`src/rtl/cla_seq_arbiter.sv`:
```
// ============================================================================
// cla_seq_arbiter : round-robin arbiter feeding a nibble-serial adder built on
//                   an external 4-bit carry-lookahead slice.
// Optional: CLA_SEQ_OVF_FLAG_EN adds the rsp_ovf two's-complement flag.
// Revision: 1.0
// ============================================================================
`default_nettype none

module cla_seq_arbiter #(
    parameter int NIBBLES = 4
) (
    input  logic                   clk,
    input  logic                   rst_n,
    input  logic                   req0_valid,
    output logic                   req0_ready,
    input  logic [4*NIBBLES-1:0]   req0_a,
    input  logic [4*NIBBLES-1:0]   req0_b,
    input  logic                   req0_cin,
    input  logic                   req1_valid,
    output logic                   req1_ready,
    input  logic [4*NIBBLES-1:0]   req1_a,
    input  logic [4*NIBBLES-1:0]   req1_b,
    input  logic                   req1_cin,
    output logic                   rsp_valid,
    input  logic                   rsp_ready,
    output logic [4*NIBBLES-1:0]   rsp_sum,
    output logic                   rsp_cout,
    output logic                   rsp_id,
    output logic [3:0]             slc_a,
    output logic [3:0]             slc_b,
    output logic                   slc_cin,
    input  logic [3:0]             slc_s,
    input  logic                   slc_cout
`ifdef CLA_SEQ_OVF_FLAG_EN
    ,
    output logic                   rsp_ovf
`endif
);

    localparam int W  = 4 * NIBBLES;
    localparam int IW = $clog2(NIBBLES);
    localparam logic [IW-1:0] IDX_LAST = IW'(NIBBLES - 1);

    typedef enum logic [1:0] {
        S_IDLE = 2'd0,
        S_ADD  = 2'd1,
        S_DONE = 2'd2
    } state_t;

    state_t          state_q, state_d;
    logic [IW-1:0]   idx_q, idx_d;
    logic [W-1:0]    a_q, a_d;
    logic [W-1:0]    b_q, b_d;
    logic [W-1:0]    sum_q, sum_d;
    logic            cin_q, cin_d;
    logic            carry_q, carry_d;
    logic            cout_q, cout_d;
    logic            id_q, id_d;
    logic            last_q, last_d;
    logic            gnt0, gnt1;
    logic            last_nibble;

    // last_q is the requester served most recently; on a tie the other one wins.
    assign gnt0 = req0_valid && (!req1_valid || last_q);
    assign gnt1 = req1_valid && (!req0_valid || !last_q);

    assign last_nibble = (state_q == S_ADD) && (idx_q == IDX_LAST);

    always_comb begin
        state_d    = state_q;
        idx_d      = idx_q;
        a_d        = a_q;
        b_d        = b_q;
        sum_d      = sum_q;
        cin_d      = cin_q;
        carry_d    = carry_q;
        cout_d     = cout_q;
        id_d       = id_q;
        last_d     = last_q;
        req0_ready = 1'b0;
        req1_ready = 1'b0;
        slc_a      = 4'h0;
        slc_b      = 4'h0;
        slc_cin    = 1'b0;

        case (state_q)
            S_IDLE: begin
                req0_ready = gnt0;
                req1_ready = gnt1;
                if (gnt0 || gnt1) begin
                    a_d     = gnt1 ? req1_a   : req0_a;
                    b_d     = gnt1 ? req1_b   : req0_b;
                    cin_d   = gnt1 ? req1_cin : req0_cin;
                    id_d    = gnt1;
                    last_d  = gnt1;
                    idx_d   = '0;
                    state_d = S_ADD;
                end
            end
            S_ADD: begin
                slc_a   = a_q[{idx_q, 2'b00} +: 4];
                slc_b   = b_q[{idx_q, 2'b00} +: 4];
                slc_cin = (idx_q == '0) ? cin_q : carry_q;
                sum_d[{idx_q, 2'b00} +: 4] = slc_s;
                carry_d = slc_cout;
                idx_d   = idx_q + 1'b1;
                if (idx_q == IDX_LAST) begin
                    cout_d  = slc_cout;
                    idx_d   = '0;
                    state_d = S_DONE;
                end
            end
            S_DONE: begin
                if (rsp_ready) begin
                    state_d = S_IDLE;
                end
            end
            default: begin
                state_d = S_IDLE;
            end
        endcase
    end

    always_ff @(posedge clk) begin
        if (!rst_n) begin
            state_q <= S_IDLE;
            idx_q   <= '0;
            a_q     <= '0;
            b_q     <= '0;
            sum_q   <= '0;
            cin_q   <= 1'b0;
            carry_q <= 1'b0;
            cout_q  <= 1'b0;
            id_q    <= 1'b0;
            last_q  <= 1'b1;
        end else begin
            state_q <= state_d;
            idx_q   <= idx_d;
            a_q     <= a_d;
            b_q     <= b_d;
            sum_q   <= sum_d;
            cin_q   <= cin_d;
            carry_q <= carry_d;
            cout_q  <= cout_d;
            id_q    <= id_d;
            last_q  <= last_d;
        end
    end

    assign rsp_valid = (state_q == S_DONE);
    assign rsp_sum   = sum_q;
    assign rsp_cout  = cout_q;
    assign rsp_id    = id_q;

`ifdef CLA_SEQ_OVF_FLAG_EN
    logic ovf_q, ovf_d;

    // The top sum bit is produced by the slice during the final nibble cycle.
    always_comb begin
        ovf_d = ovf_q;
        if (last_nibble) begin
            ovf_d = (a_q[W-1] == b_q[W-1]) && (slc_s[3] != a_q[W-1]);
        end
    end

    always_ff @(posedge clk) begin
        if (!rst_n) begin
            ovf_q <= 1'b0;
        end else begin
            ovf_q <= ovf_d;
        end
    end

    assign rsp_ovf = ovf_q;
`else
    logic unused_last_nibble;
    assign unused_last_nibble = last_nibble;
`endif

endmodule

`default_nettype wire

```
`config.mk`:
```
export PLATFORM = sky130hd
export DESIGN_NAME = cla_seq_arbiter
export DESIGN_NICKNAME = d
export VERILOG_FILES = /design/src/rtl/cla_seq_arbiter.sv
export SDC_FILE = /design/constraint.sdc
export NUM_CORES = 1
export LEC_CHECK = 0
export CELL_PAD_IN_SITES_DETAIL_PLACEMENT = 0
export CELL_PAD_IN_SITES_GLOBAL_PLACEMENT = 2
export CORE_AREA = 2 2 106 108
export CTS_CLUSTER_DIAMETER = 120
export DETAILED_ROUTE_END_ITERATION = 8
export DIE_AREA = 0 0 108 110
export PLACE_DENSITY_LB_ADDON = 0.1
export SLEW_MARGIN = 15
export SYNTH_ARGS = -nofsm -noshare
export SYNTH_HDL_FRONTEND = slang
export SYNTH_SLANG_ARGS = --single-unit
export TNS_END_PERCENT = 50
```
`constraint.sdc`:
```
create_clock -name clk -period 2.74 [get_ports clk]
set_clock_uncertainty 0.05 [all_clocks]
set_input_delay 0.548 -clock clk [delete_from_list [all_inputs] [get_ports clk]]
set_output_delay 0.548 -clock clk [all_outputs]
set_load 0.01 [all_outputs]
```
==> metrics.cfg <==
[layout]
fin_util_pct=39.6
fin_cells=569
fillers=1134
final_nets=506
syn2layout_area_growth_pct=44.0
regArea_um2=1140
antennaDiodeCount=0
postLayoutCellArea_um2=4240
multiInputGateArea_um2=1570
final_layout_size_suffix_gt1_share_pct=12.1

[clock_network]
cts.clk_slew.worst_paths_ps=70
cts_setup_buffers=0
tritoncts=yes
cts_max_path_buffers=2
cts_root_buffer=clkbuf_8
post_cts_resized=1
h-tree-depth=3
clk_latency_ps=330
clock-sinks=57
cts_buffers=9
postCtsHoldBufs=0

[synthesis]
synth_edf_count=0
synth_seq_cells=57
ys_top_cells_by_count=nand2_1 (86), dfxtp_1 (57), a21oi_1 (41)
post-synth-top-area-fraction_pct=38.8
synth.distinct_cells=41
yosys.cell_count.top_type=nand2_1
synth_ff_type=dfxtp_1
synth_top_area_cell=dfxtp_1
synthTopCellsByArea=dfxtp_1 (39%), nand2_1 (11%), a21oi_1 (7.0%)
async_flop_share_pct=0
ys_seq_area_share_pct=38.8
syn_inst=323
syn_nets=405
syn_area_um2=2940
syn_area_per_cell_um2=9.11
yosys_warnings=0

[global_route]
antenna_found_initial=0
grt_pass1_vias=2787
grt_start_max_net_pins=36
grt_first_pass_wirelength_um=14200
grtUsageTotal_pct=15.7
grt-ovfl-total=0

[detailed_routing]
num_vias=2754
drtIter0Drc=83
first_pass_iters=4
drc=0
vias_per_cell=4.84
drt.antenna.violating_nets=0
wl_per_cell_um=15.7
totalWireLength_um=8940

[die]
fp.dieW_um=108
ios=106
die_h_um=110
die-area_um2=11900
start_util_pct=27.5
std_cell_rows=38
fp.coreArea_um2=10700

[placed_design]
postPlaceCellArea_um2=4050
hpwl_um=6290
preCtsSetupSlack_ps=-44.9
post-place-cells=553
portBuffers=105
gp_congestion=0.727

[sta]
finalCriticalPeriod_ps=2620
relSlewSlack_pct=33.2
finalHoldViolations=0
slew_viol_final=0
finalCritPeriodShare_pct=95.7
setup_viol=0
rsz0062_at_grt=no
setup-tns-final_ps=0
hold_ws_ps=415
worst_pin_slew_ps=1000
fin_ws_ps=117
max_freq_ghz=0.381

[min_path]
hp-class=flip-flop to flip-flop
min_path_cells=2

[critical_path]
cpPeakStageDelay_ps=520
worstSetupPathDepth=4
cp.arrival_ps=2030
crit_path_end_kind=output pin
critPathLaunchType=flip-flop
path_max_fanout=7
rr_worst_depth=3
path_cells=buf_4 -> mux4_2 -> and2_1 -> clkdlybuf4s50_1
critical_path_buf_inv_count=2
worst_ep_required_time_ps=2140
worst_path_max_delay_cell=dfxtp_1
crit_family=buffers and inverters
crit_type=flip-flop to output pin

[power_and_ir_drop]
max-vdd-ir-drop_v=0.000159
p_leak_nw=1.59
power_mw=2.13
power-per-cell-area_nw_per_um2=503

[run]
max_cap_viol_count=0

[status]
status=finished, final reports clean

[cell usage in the layout, fill, tap and decap left out, drive strengths merged, types with 9 or more instances in the layout]
master	netlist	layout
clkdlybuf4s50	0	103
nand2	86	86
dfxtp	57	57
a21oi	41	41
a311oi	33	33
clkbuf	5	13
buf	23	13
o22ai	12	12
nor2	10	10
and2	9	9
[sequential cells by signal, summed over array words and instances, names as in the netlist]
name,flops
carry_q,1
state_q,2
a_q,16
idx_q,2
rsp_sum,16
cin_q,1
rsp_id,1
b_q,16
rsp_cout,1
last_q,1
[metal layers]
layer / vias to the layer above / global-route usage (%) / part of all wire (%)
li1: 1380 / - / -
met1: 1277 / 19.5 / 45
met2: 85 / 26.6 / 48
met3: 12 / 3.12 / 5.5
met4: 0 / 6.50 / 1.8
met5: - / 0 / 0
[layout make-up]
type                            instances  area share, %
Inverter                                4          0.354
Timing Repair Buffer                  118           27.5
Multi-Input combinational cell        234           37.0
Clock inverter                          3          0.354
Sequential cell                        57           26.9
Clock buffer                           13           3.75
Tap cell                              140           4.13
[cells by family (layout without fill, tap and decap cells)]
family / Yosys count / count (layout) / synth area share (%)
adders and majority gates: 6 / 6 / 2.55
AOI/OAI and AO/OA: 97 / 97 / 25.0
and+or+nand+nor: 122 / 122 / 18.9
muxes: 9 / 9 / 6.59
DFF: 57 / 57 / 38.8
buffers and inverters: 32 / 138 / 8.20
[where the power goes]
part	internal [mW]	switching, mW
clock	0.374	0.334
sequential	0.894	0.0442
combinational	0.263	0.226
[worst paths after layout]
| path | slack [ps] | start | to |
|---|---|---|---|
| worst max register to register | 780 | state_q[1]$_SDFFE_PN0P_ | b_q[9]$_SDFFE_PN0P_ |
| worst min register to register | 410 | carry_q$_SDFFE_PN0P_ | carry_q$_SDFFE_PN0P_ |
| worst min-delay path | 410 | carry_q$_SDFFE_PN0P_ | carry_q$_SDFFE_PN0P_ |
| worst max-delay path | 120 | idx_q[1]$_SDFFE_PN0P_ | slc_a[0] |
[worst register-to-register path: cells and delay by family, from the launching register on]
family / cells / cell delay, ps
and+or+nand+nor: 2 / 1090
DFF: 1 / 420
AOI/OAI and AO/OA: 1 / 220
Note: power is estimated with default switching activity, not from simulation.
